$ cat config.mk
export PLATFORM = sky130hd
export DESIGN_NAME = sort_out_collector
export DESIGN_NICKNAME = d
export VERILOG_FILES = /design/src/rtl/sort_out_collector.sv
export SDC_FILE = /design/constraint.sdc
export NUM_CORES = 1
export LEC_CHECK = 0
export BUFFER_PORTS_ARGS = -buffer_cell sky130_fd_sc_hd__clkbuf_2
export CORE_UTILIZATION = 55
export CTS_CLUSTER_SIZE = 28
export DETAILED_ROUTE_END_ITERATION = 16
export GPL_TIMING_DRIVEN = 0
export PLACE_DENSITY = 0.74
export REMOVE_ABC_BUFFERS = 1
export SYNTH_ARGS = -nofsm -noshare
export SYNTH_HDL_FRONTEND = slang
export SYNTH_SLANG_ARGS = --single-unit
$ cat constraint.sdc
create_clock -name clock -period 4.7 [get_ports clock]
set_input_delay 0.705 -clock clock [delete_from_list [all_inputs] [get_ports clock]]
set_output_delay 0.705 -clock clock [all_outputs]
set_load 0.05 [all_outputs]
$ cat src/rtl/sort_out_collector.sv
// ============================================================================
//  Module      : sort_out_collector
//  Description : Frame buffer behind the fixed-size float sorter. It captures
//                N samples from the sorter's free-running output stream, then
//                drains them to a consumer over a valid/ready handshake. An
//                optional ascending-order check flags any frame that is out
//                of order.
//  Ports       : clock, rst (async, active high)
//                in_data/in_valid            - sorter output stream (no stall)
//                rd_data/rd_valid/rd_ready   - consumer handshake
//                rd_last                     - rd_data is element N-1
//                frame_done                  - 1-cycle pulse, frame captured
//                order_err                   - frame not ascending
//                overflow                    - sticky, sample dropped in DRAIN
//  Options     : `define SORT_ORDER_CHECK_EN builds the order checker;
//                otherwise order_err is tied low.
//  Revision    : 1.0 - initial release
// ============================================================================
`default_nettype none

module sort_out_collector #(
    parameter int N = 8,
    parameter int W = 32
) (
    input  logic         clock,
    input  logic         rst,
    input  logic [W-1:0] in_data,
    input  logic         in_valid,
    output logic [W-1:0] rd_data,
    output logic         rd_valid,
    input  logic         rd_ready,
    output logic         rd_last,
    output logic         frame_done,
    output logic         order_err,
    output logic         overflow
);

    localparam int                 c_PTR_W = (N > 1) ? $clog2(N) : 1;
    localparam logic [c_PTR_W-1:0] c_LAST  = c_PTR_W'(N - 1);
    localparam logic [c_PTR_W-1:0] c_ONE   = c_PTR_W'(1);

    typedef enum logic [0:0] {
        ST_FILL  = 1'b0,
        ST_DRAIN = 1'b1
    } state_t;

    state_t             r_state;
    logic [W-1:0]       r_mem [N];
    logic [c_PTR_W-1:0] r_wr_ptr;
    logic [c_PTR_W-1:0] r_rd_ptr;
    logic               r_frame_done;
    logic               r_overflow;

    logic               w_accept;
    logic               w_handshake;

    assign w_accept    = (r_state == ST_FILL) && in_valid;
    assign w_handshake = rd_valid && rd_ready;

    // Storage carries no reset: its contents are meaningless until a
    // complete frame has been captured.
    always_ff @(posedge clock) begin
        if (w_accept) begin
            r_mem[r_wr_ptr] <= in_data;
        end
    end

    always_ff @(posedge clock or posedge rst) begin
        if (rst) begin
            r_state      <= ST_FILL;
            r_wr_ptr     <= '0;
            r_rd_ptr     <= '0;
            r_frame_done <= 1'b0;
            r_overflow   <= 1'b0;
        end else begin
            r_frame_done <= 1'b0;
            case (r_state)
                ST_FILL: begin
                    if (in_valid) begin
                        if (r_wr_ptr == c_LAST) begin
                            r_wr_ptr     <= '0;
                            r_state      <= ST_DRAIN;
                            r_frame_done <= 1'b1;
                        end else begin
                            r_wr_ptr <= r_wr_ptr + c_ONE;
                        end
                    end
                end
                ST_DRAIN: begin
                    // The sorter cannot be stalled, so anything arriving
                    // while the frame is still being read out is lost.
                    // This includes the edge on which DRAIN ends.
                    if (in_valid) begin
                        r_overflow <= 1'b1;
                    end
                    if (w_handshake) begin
                        if (r_rd_ptr == c_LAST) begin
                            r_rd_ptr <= '0;
                            r_state  <= ST_FILL;
                        end else begin
                            r_rd_ptr <= r_rd_ptr + c_ONE;
                        end
                    end
                end
                default: r_state <= ST_FILL;
            endcase
        end
    end

    // Outputs decode registered state only, so they hold steady while the
    // consumer stalls.
    assign rd_valid   = (r_state == ST_DRAIN);
    assign rd_data    = r_mem[r_rd_ptr];
    assign rd_last    = rd_valid && (r_rd_ptr == c_LAST);
    assign frame_done = r_frame_done;
    assign overflow   = r_overflow;

`ifdef SORT_ORDER_CHECK_EN
    // Map IEEE-754 bits onto an unsigned total order: negatives are
    // inverted so larger magnitudes sort lower, positives get the sign bit
    // set so they sit above every negative (-0 < +0).
    function automatic logic [W-1:0] f_key(input logic [W-1:0] x);
        return x[W-1] ? ~x : (x ^ {1'b1, {(W-1){1'b0}}});
    endfunction

    logic [W-1:0] r_prev_key;
    logic         r_order_err;

    always_ff @(posedge clock or posedge rst) begin
        if (rst) begin
            r_prev_key  <= '0;
            r_order_err <= 1'b0;
        end else if (w_accept) begin
            r_prev_key <= f_key(in_data);
            if (r_wr_ptr == '0) begin
                r_order_err <= 1'b0;
            end else if (f_key(in_data) < r_prev_key) begin
                r_order_err <= 1'b1;
            end
        end
    end

    assign order_err = r_order_err;
`else
    assign order_err = 1'b0;
`endif

endmodule

`default_nettype wire

==> impl_metrics.py <==
metrics = {
    "run_status": {
        "status": "completed",
    },
    "clocking": {
        "cts.sinks": 265,
        "cts_root_buf": "clkbuf_16",
        "hold_buffers": 0,
        "post_cts_resized": 0,
        "clk_pin_slew_ps": 60,
        "cts_htree_levels": 1,
        "worstSkewPairLatency_ps": 520,
        "cts_tree": "built",
        "cts_buffer_depth": 3,
        "postCtsSetupRepairBufs": 0,
        "cts-buffers-inserted": 26,
    },
    "synthesis": {
        "synth.avg_cell_area_um2": 24.3,
        "synth_top_area_share": 0.762,
        "synth_area_leaders": "edfxtp_1 76%, mux4_2 14%, mux2_2 3.9%",
        "ys_warn_count": 0,
        "synthesis.area_mm2": 0.0101,
        "synth_area_leader_cell": "edfxtp_1",
        "synth_cells": 415,
        "synth-seq-area-share": 0.785,
        "synth_cell_types": 23,
        "ys_seq_elements": 265,
    },
    "cells_and_area": {
        "nNetsFinal": 560,
        "nFillCells": 1135,
        "utilization": 0.661,
        "diodes": 0,
        "area_delta_synth_final_pct": 17.7,
        "drive_above_1_share": 0.444,
        "layout.cells.non_filler": 767,
    },
    "worst_setup_path": {
        "crit_path_max_incr_delay_ps": 860,
        "cp_slowest_cell": "dfrtp_4",
        "crit_path_max_fanout": 36,
        "cp_cell_sequence": "buf_16, mux4_1, mux2_2, clkbuf_2",
        "cp-end-kind": "primary output",
        "cp_data_required_time_ps": 3990,
        "worstSetupPathType": "register to primary output",
        "crit_buf_inv": 2,
        "cp-start-kind": "register",
        "critPathTopFamily": "multiplexers",
        "critPathArrivalTime_ps": 2870,
    },
    "sta": {
        "clock_skew_ps": 12.3,
        "max_slew_margin": 0.348,
        "min_period_over_period": 0.760,
        "rsz0062_at_grt": "no",
        "hold_viol_final": 0,
        "tns_ps": 0,
        "maxSlewViolCount": 0,
        "whs_ps": 121,
        "period_minus_slack_ps": 3570,
        "setup_violations": 0,
        "tightest_slew_ps": 970,
        "fmax_mhz": 280,
    },
    "drt": {
        "drtIter0Drc": 269,
        "vias": 4502,
        "avgRoutedWirePerCell_um": 24.0,
        "drc": 0,
        "firstDrtPassIters": 4,
        "ant_nets": 0,
        "wl_um": 18400,
        "via_per_inst": 5.87,
    },
    "pwr": {
        "p_leak_nw": 3.94,
        "peakVddDrop_uv": 588,
        "power_mw": 7.64,
        "power-per-cell-area_mw_per_mm2": 644,
    },
    "global_route": {
        "track_usage": 0.206,
        "grt_overflow": 0,
        "antenna_found_initial": 0,
        "grt_pass1_wl_um": 27500,
        "grt_pass1_vias": 4703,
        "grt_max_degree": 65,
    },
    "floorplanning": {
        "core_area_mm2": 0.0180,
        "pin_count": 73,
        "die-area_mm2": 0.0189,
        "start_util": 0.561,
        "core.rowCount": 49,
        "dieWidth_um": 137,
        "fp.dieH_um": 137,
    },
    "worst_hold_path": {
        "hold_path_class": "primary input to asynchronous set/reset pin",
    },
    "run": {
        "drv_cap": 0,
    },
    "placement": {
        "gp_congestion": 0.676,
        "hpwl_um": 11500,
        "io_buffer_count": 71,
        "dpl.cell_count": 721,
    },
}
## layout by cell type, fill, tap and decap left out, drive strengths merged
master and n:
nand3b 1, conb 1, ha 4, clkinv 7
nor2 6, bufinv 3, dfrtp 9, clkbuf 105
nor3 4, a21o 1, a21oi 1, edfxtp 256
buf 26, inv 2, mux2 38, mux4 64
nor4 1, and2 1, clkinvlp 2, a31oi 1
nand2 2, nand2b 3
## area by class of cell
type,instances,area [µm²],area share
Clock buffer,34,702,0.0591
Timing Repair Buffer,97,727,0.0612
Clock inverter,12,135,0.0114
Tap cell,229,287,0.0241
Sequential cell,265,7920,0.667
Inverter,2,7.51,0.000632
Multi-Input combinational cell,128,2090,0.176
## flip-flops by register name, summed over array words and instances (netlist names)
signal and flops:
r_rd_ptr 3, rd_valid 1, r_mem 256, overflow 1, r_wr_ptr 3, frame_done 1
## metrics by stage
step                setup slack [ps]  area (µm²)
finish                          1130       11900
global route                     949       11900
detailed placement              1630       11000
global placement               -3200       10600
CTS                             1070       11900
floorplan                        159        9960
## routing by layer
layer,global-route usage,share of wire
met5,0,0
met1,0.275,0.41
met4,0.0568,0.018
met2,0.349,0.52
met3,0.0401,0.052
## report_power, final
part | switching, mW | internal, mW | total [mW] | leakage, nW
clock network | 0.819 | 1.21 | 2.03 | 0.402
registers | 0.186 | 2.81 | 3.00 | 2.41
logic | 1.59 | 1.03 | 2.61 | 1.13
total | 2.59 | 5.05 | 7.64 | 3.94
## synthesized netlist by cell type, drive strengths merged
cell / instances
nor2: 6
nand3b: 1
a31oi: 1
mux4: 64
nor4: 1
nand2b: 3
ha: 4
edfxtp: 256
nand2: 2
buf: 11
mux2: 38
a21o: 1
dfrtp: 9
nor3: 4
inv: 2
conb: 1
and2: 1
clkbuf: 9
a21oi: 1
## cell families (layout without fill, tap and decap cells)
group	after synthesis	in the layout	synth area share
AO/OA/AOI/OAI	3	3	0.00186
AND/OR/NAND/NOR	18	18	0.00881
flip-flops	265	265	0.785
other	1	1	0.000372
buffers and inverters	22	145	0.0129
adder cells (fa/ha/maj)	4	4	0.00496
multiplexers	102	102	0.186
## worst register-to-register path, stage by stage (launching register included)
cell and delay, ps:
dfrtp_1 450, nand2b_1 360, nor4_2 800, buf_6 240, buf_4 180, buf_4 190
## worst paths after layout
path / from / end / slack, ps / depth (start not counted)
worst max-delay path: r_rd_ptr[0]$_DFFE_PP0P_ / rd_data[26] / 1130 / 4
worst min-delay path: rst / frame_done$_DFF_PP0_ / 120 / 2
worst max register to register: rd_valid$_DFF_PP0_ / r_mem[0][21]$_DFFE_PP_ / 2180 / 5
worst min register to register: overflow$_DFFE_PP0P_ / overflow$_DFFE_PP0P_ / 490 / 1
max in group asynchronous: rst / r_rd_ptr[2]$_DFFE_PP0P_ / 4290 / 2
min in group clock: rd_ready / rd_valid$_DFF_PP0_ / 390 / 2
Note: power is estimated with default switching activity, not from simulation.
